===== src/rtl/pong_pkg.sv =====
// Shared definitions for the pong ball logic.
// Holds the playfield bounds, the reset position of the ball, the
// path-stepper state encoding and a saturating clamp helper.
package pong_pkg;

    // Playfield bounds (inclusive), in pixels.
    localparam logic [10:0] X_MIN = 11'd10;
    localparam logic [10:0] X_MAX = 11'd629;
    localparam logic [10:0] Y_MIN = 11'd20;
    localparam logic [10:0] Y_MAX = 11'd459;

    // Ball position after reset.
    localparam logic [10:0] RESET_X = 11'd20;
    localparam logic [10:0] RESET_Y = 11'd20;

    typedef enum logic [1:0] {
        IDLE = 2'b00,
        LOAD = 2'b01,
        MOVE = 2'b10,
        DONE = 2'b11
    } state_e;

    // Clamp a 12-bit signed value into the unsigned window [lo, hi].
    function automatic logic [10:0] clamp_coord(input logic signed [11:0] v,
                                                input logic [10:0]        lo,
                                                input logic [10:0]        hi);
        logic signed [11:0] lo_s;
        logic signed [11:0] hi_s;
        logic signed [11:0] r;
        lo_s = $signed({1'b0, lo});
        hi_s = $signed({1'b0, hi});
        if (v < lo_s) begin
            r = lo_s;
        end else if (v > hi_s) begin
            r = hi_s;
        end else begin
            r = v;
        end
        return r[10:0];
    endfunction

endpackage


===== src/rtl/tick_prescaler.sv =====
// Step-strobe generator for the ball path stepper.
// Counts clk cycles and raises tick while the count has reached
// period-1, where period = TICK_BASE << (3 - sw). The count wraps to 0
// on a tick. Using ">=" rather than "==" means a speed-up that lands
// below the current count fires on the very next cycle.
// Ports:
//   clk   in  system clock
//   reset in  synchronous active-high reset
//   clear in  restart the count from 0 (path load)
//   sw    in  speed select, 2'b11 fastest
//   tick  out step strobe
module tick_prescaler #(
    parameter int TICK_BASE = 50000
) (
    input  logic       clk,
    input  logic       reset,
    input  logic       clear,
    input  logic [1:0] sw,
    output logic       tick
);

    // Wide enough for the slowest period (TICK_BASE * 8).
    localparam int unsigned CW = $clog2(TICK_BASE * 8 + 1);

    logic [CW-1:0] count_q;
    logic [CW-1:0] count_d;
    logic [CW-1:0] period_m1_s;

    // Terminal count for the currently selected speed and next count value.
    always_comb begin
        period_m1_s = (CW'(TICK_BASE) << (2'd3 - sw)) - CW'(1);
        tick        = (count_q >= period_m1_s);
        if (clear) begin
            count_d = '0;
        end else if (tick) begin
            count_d = '0;
        end else begin
            count_d = count_q + CW'(1);
        end
    end

    // Prescaler count register.
    always_ff @(posedge clk) begin
        if (reset) begin
            count_q <= '0;
        end else begin
            count_q <= count_d;
        end
    end

endmodule


===== src/rtl/ball_path_stepper.sv =====
// Ball path stepper: walks the ball along a straight line from a start
// point, one vertical pixel per step and `slope` horizontal pixels per
// step, until it touches a playfield edge.
// Ports:
//   clk, reset       clock and synchronous active-high reset
//   start            level request: high = run, low = idle / abort
//   slope  [3:0]     signed x pixels per y step (-8 treated as -7)
//   x0, y0 [10:0]    signed start position, clamped into the playfield
//   sw     [1:0]     speed select
//   x, y   [10:0]    registered ball position
//   done             one-cycle pulse when the path hits an edge
//   busy             high whenever the stepper is not idle
module ball_path_stepper
    import pong_pkg::*;
#(
    parameter int TICK_BASE = 50000
) (
    input  logic        clk,
    input  logic        reset,
    input  logic        start,
    input  logic [3:0]  slope,
    input  logic [10:0] x0,
    input  logic [10:0] y0,
    input  logic [1:0]  sw,
    output logic [10:0] x,
    output logic [10:0] y,
    output logic        done,
    output logic        busy
);

    state_e      state_q;
    logic [10:0] x_q;
    logic [10:0] y_q;
    logic        vdown_q;
    logic [3:0]  slope_q;
    logic        done_q;
    logic        busy_q;

    logic              tick_s;
    logic              clear_s;
    logic signed [11:0] x_sum_s;
    logic signed [11:0] y_sum_s;
    logic [10:0]       x_step_d;
    logic [10:0]       y_step_d;
    logic [10:0]       x_load_d;
    logic [10:0]       y_load_d;
    logic [3:0]        slope_load_d;
    logic              y_edge_s;
    logic              hit_s;

    assign clear_s = (state_q == LOAD);

    tick_prescaler #(
        .TICK_BASE (TICK_BASE)
    ) u_prescaler (
        .clk   (clk),
        .reset (reset),
        .clear (clear_s),
        .sw    (sw),
        .tick  (tick_s)
    );

    // Candidate positions for a load and for the next step; 12-bit signed
    // intermediates keep out-of-range sums from wrapping before the clamp.
    always_comb begin
        x_sum_s = $signed({1'b0, x_q}) + $signed({{8{slope_q[3]}}, slope_q});
        if (vdown_q) begin
            y_sum_s = $signed({1'b0, y_q}) + 12'sd1;
        end else begin
            y_sum_s = $signed({1'b0, y_q}) - 12'sd1;
        end
        x_step_d = clamp_coord(x_sum_s, X_MIN, X_MAX);
        y_step_d = clamp_coord(y_sum_s, Y_MIN, Y_MAX);
        y_edge_s = (y_step_d == Y_MIN) || (y_step_d == Y_MAX);
        hit_s    = y_edge_s || (x_step_d == X_MIN) || (x_step_d == X_MAX);

        x_load_d = clamp_coord($signed({x0[10], x0}), X_MIN, X_MAX);
        y_load_d = clamp_coord($signed({y0[10], y0}), Y_MIN, Y_MAX);
        // -8 has no positive counterpart; saturate so the range is symmetric.
        if (slope == 4'b1000) begin
            slope_load_d = 4'b1001;
        end else begin
            slope_load_d = slope;
        end
    end

    // Path FSM with registered position, direction and status outputs.
    always_ff @(posedge clk) begin
        if (reset) begin
            state_q <= IDLE;
            x_q     <= RESET_X;
            y_q     <= RESET_Y;
            vdown_q <= 1'b1;
            slope_q <= 4'd0;
            done_q  <= 1'b0;
            busy_q  <= 1'b0;
        end else begin
            case (state_q)
                IDLE: begin
                    done_q <= 1'b0;
                    if (start) begin
                        state_q <= LOAD;
                        busy_q  <= 1'b1;
                    end else begin
                        busy_q  <= 1'b0;
                    end
                end
                LOAD: begin
                    slope_q <= slope_load_d;
                    x_q     <= x_load_d;
                    y_q     <= y_load_d;
                    state_q <= MOVE;
                    done_q  <= 1'b0;
                    busy_q  <= 1'b1;
                end
                MOVE: begin
                    if (!start) begin
                        // Abort wins over a step due this cycle.
                        state_q <= IDLE;
                        done_q  <= 1'b0;
                        busy_q  <= 1'b0;
                    end else if (tick_s) begin
                        x_q <= x_step_d;
                        y_q <= y_step_d;
                        if (y_edge_s) begin
                            vdown_q <= ~vdown_q;
                        end
                        // A clamped step that leaves the ball in place still ends the path.
                        if (hit_s) begin
                            state_q <= DONE;
                            done_q  <= 1'b1;
                        end else begin
                            done_q  <= 1'b0;
                        end
                        busy_q <= 1'b1;
                    end else begin
                        done_q <= 1'b0;
                        busy_q <= 1'b1;
                    end
                end
                DONE: begin
                    state_q <= IDLE;
                    done_q  <= 1'b0;
                    busy_q  <= 1'b0;
                end
                default: begin
                    state_q <= IDLE;
                    done_q  <= 1'b0;
                    busy_q  <= 1'b0;
                end
            endcase
        end
    end

    assign x    = x_q;
    assign y    = y_q;
    assign done = done_q;
    assign busy = busy_q;

endmodule


===== config.mk =====
export PLATFORM = sky130hd
export DESIGN_NAME = ball_path_stepper
export DESIGN_NICKNAME = d
export VERILOG_FILES = /design/src/rtl/pong_pkg.sv /design/src/rtl/tick_prescaler.sv /design/src/rtl/ball_path_stepper.sv
export SDC_FILE = /design/constraint.sdc
export NUM_CORES = 1
export LEC_CHECK = 0
export CAP_MARGIN = 10
export CORE_MARGIN = 3
export CORE_UTILIZATION = 55
export CTS_CLUSTER_DIAMETER = 60
export DETAILED_ROUTE_END_ITERATION = 8
export MAX_ROUTING_LAYER = met4
export PLACE_DENSITY_LB_ADDON = 0.12
export SLEW_MARGIN = 20
export SYNTH_ARGS = -nofsm -noshare
export SYNTH_HDL_FRONTEND = slang
export SYNTH_SLANG_ARGS = --single-unit

===== constraint.sdc =====
create_clock -name clk -period 10.92 [get_ports clk]
set_clock_uncertainty 0.05 [all_clocks]
set_input_delay 3.276 -clock clk [delete_from_list [all_inputs] [get_ports clk]]
set_output_delay 3.276 -clock clk [all_outputs]
set_load 0.01 [all_outputs]

==> impl_metrics.toml <==
[die]
rows = 32
die-width_um = 96.96
die_h_um = 96.96
dieArea_um2 = 9401
core_area_um2 = 7888
start_util_pct = 57.69
pin_count = 55

[final_layout]
multi_input_area_um2 = 3339
n_antenna_cell = 0
fillers = 672
fin_nets = 699
final_cells = 722
area_growth_pct = 14.08
seq_area_um2 = 1001
layout-drive-gt1-share_pct = 5.806
fin_util_pct = 65.82

[logic_synthesis]
synthCells = 577
synth-xor-area-share_pct = 6.159
ys_async_sr_fraction_pct = 0
yosys_warnings = 0
synth_fa_ha_area_share_pct = 13.80
syn-num-nets = 657
synthMuxAreaShare_pct = 1.677
yosysSeqAreaShare_pct = 22.00
synth_compound_area_share_pct = 28.65
synth_area_um2 = 4551
synth_seq_cells = 50
yosys.area_share.simple_pct = 23.01
synth_cell_types = 84
synth_ff_type = "dfxtp_1"
syn_area_per_cell_um2 = 7.887
synth_edf_count = 0
synth_top_family_by_area = "compound AO/OA/AOI/OAI gates"

[cts]
hold_buffers = 0
post_cts_resize_count = 0
h-tree-depth = 2
clock_sink_count = 50
path_clk_slew_ns = 0.10
cts-root-buf = "clkbuf_8"
clockBufferDepth = 2
clkLatencyLatePin_ns = 0.31
cts_made_buffers = 5
post_cts_buffers = 0
cts_tree = "done"

[status]
status = "completed"

[detailed_routing]
ant_nets = 0
met1_length_um = 5590
top_layer = "met4"
num_vias = 4505
first_pass_iters = 6
remaining_drc_errors = 0
routed_wl_um = 11920
post_drt_wl_per_cell_um = 16.50
drt-initial-drc-count = 151
met2_length_um = 5461
route.met3.wl_um = 640
via_per_inst = 6.240

[sta]
slew_violations = 0
worst_slew_pin_slew_ns = 0.9716
layout_min_cycle_time_ns = 7.335
whs_ns = 0.4323
fin_tns_setup_ns = 0
min_period_over_period_pct = 67.17
slew_headroom_pct = 35.03
rsz0062_at_grt = "no"
setup_viol = 0
fmax_ghz = 0.1363
hold_viol_final = 0

[placed_design]
place_inst = 714
hpwl_um = 9437
routabilityCongestion = 0.9369
port-buffer-count = 54

[power]
p_clk_share_pct = 15.9
switching_power_w = 0.0003187
power.density_nw_per_um2 = 141.3
combinationalPowerShare_pct = 52.6
max-vdd-ir-drop_uv = 72.83
switching_share_pct = 43.46
power.leakage_nw = 2.066
p_int_w = 0.0004146
p_seq_share_pct = 31.6

[setup_path]
cp-end-kind = "flop"
critical_path_class = "in -> reg"
cp.arrival_ns = 7.50
critPathMaxFanout = 12
crit_path_start = "sw[1]"
worstReg2RegStart = "vdown_q"
crit_path_start_kind = "input pin"
cp.required_ns = 11.08

[global_route]
grt_max_degree = 33
grt_pass1_vias = 4202
antenna_found_initial = 0
grt_pass1_wl_um = 20000
grtUsageTotal_pct = 25.72
overflow = 0

[min_path]
hold_class = "reg -> reg"
holdCritStartpoint = "u_prescaler.count_q[0]"

[job]
max_cap_viol_count = 0
## layer usage
metal | up-vias | global-route usage [%]
met5 | - | -
met1 | 2098 | 34.45
met4 | 0 | 6.479
met2 | 147 | 40.87
met3 | 21 | 3.749
li1 | 2239 | -
## flip-flops by register name, summed over array words and instances (netlist names)
name                 cells
busy                     1
done                     1
slope_q                  4
state_q                  2
u_prescaler.count_q     19
vdown_q                  1
x                       11
y                       11
## cells by family (layout without fill, tap and decap cells)
logic type / Yosys count / count (layout)
other: 1 / 1
adders and majority gates: 49 / 49
muxes: 6 / 6
AOI/OAI and AO/OA: 185 / 185
and+or+nand+nor: 210 / 210
buffers and inverters: 44 / 87
xor gates and xnor gates: 32 / 32
DFF: 50 / 50
## placed cells by master, fill, tap and decap left out, types with 6 or more instances in the layout
| cell type | instances |
|---|---|
| a211oi_1 | 14 |
| a21o_1 | 13 |
| a21oi_1 | 38 |
| a311oi_1 | 10 |
| clkdlybuf4s50_1 | 53 |
| dfxtp_1 | 50 |
| ha_1 | 47 |
| inv_1 | 25 |
| nand2_1 | 38 |
| nand3_1 | 23 |
| nand4_1 | 6 |
| nor2_1 | 79 |
| nor3_1 | 12 |
| o21a_1 | 7 |
| o21ai_0 | 39 |
| o31ai_1 | 6 |
| xnor2_1 | 15 |
| xor2_1 | 17 |
## cell usage after synthesis (9+ instances only)
cell | count | area (um2)
ha_1 | 47 | 588.1
nor2_1 | 79 | 296.5
xor2_1 | 17 | 148.9
clkbuf_1 | 9 | 33.78
nand3_1 | 23 | 115.1
a211oi_1 | 14 | 105.1
nor3_1 | 12 | 60.06
dfxtp_1 | 50 | 1001
inv_1 | 25 | 93.84
a21oi_1 | 38 | 190.2
o21ai_0 | 39 | 195.2
xnor2_1 | 15 | 131.4
a311oi_1 | 10 | 87.58
a21o_1 | 13 | 97.59
nand2_1 | 38 | 142.6
## critical path, cell delays in order
cell and delay (ns):
clkdlybuf4s50_1 0.64, inv_1 0.13, ha_1 0.32, inv_1 0.06, ha_1 0.19, or4_1 0.52, a21oi_1 0.12, o21ai_0 0.10
o32ai_1 0.80, nor2_1 0.16, a21oi_1 0.75, a21oi_1 0.08, a221o_1 0.35
## area by class of cell
class,instances,area share [%]
clock buffer,5,1.326
clock inverter,3,0.4820
inverter,25,1.808
multi-input combinational,483,64.33
sequential,50,19.28
tap,102,2.458
timing repair buffer,54,10.32
## power groups by stage
stage	sequential [W]	clock (W)	combinational [W]
3_5_place_dp	0.000235	0	0.000379
3_3_place_gp	0.000235	0	0.000372
6_report	0.000231	0.000116	0.000385
5_1_grt	0.000234	0.000125	0.000423
2_1_floorplan	0.000233	0	0.000275
4_1_cts	0.000231	0.000119	0.000381
## worst paths after layout
| kind | endpoint | slack, ns | cells after the start |
|---|---|---|---|
| max | y[2] | 3.58 | 13 |
| min | u_prescaler.count_q[0] | 0.43 | 1 |
| max reg2reg | vdown_q | 6.80 | 12 |
| min reg2reg | u_prescaler.count_q[0] | 0.43 | 1 |
## metrics by stage
stage	power, W	cell area [um2]	setup slack, ns
after floorplan	0.0005077	4551	4.646
after global placement	0.0006069	5102	3.459
after detailed placement	0.0006136	5102	3.295
after CTS	0.0007308	5196	3.618
after global routing	0.0007821	5191	3.074
final	0.0007333	5191	3.585
No activity file was read; power rests on OpenSTA's default activity.
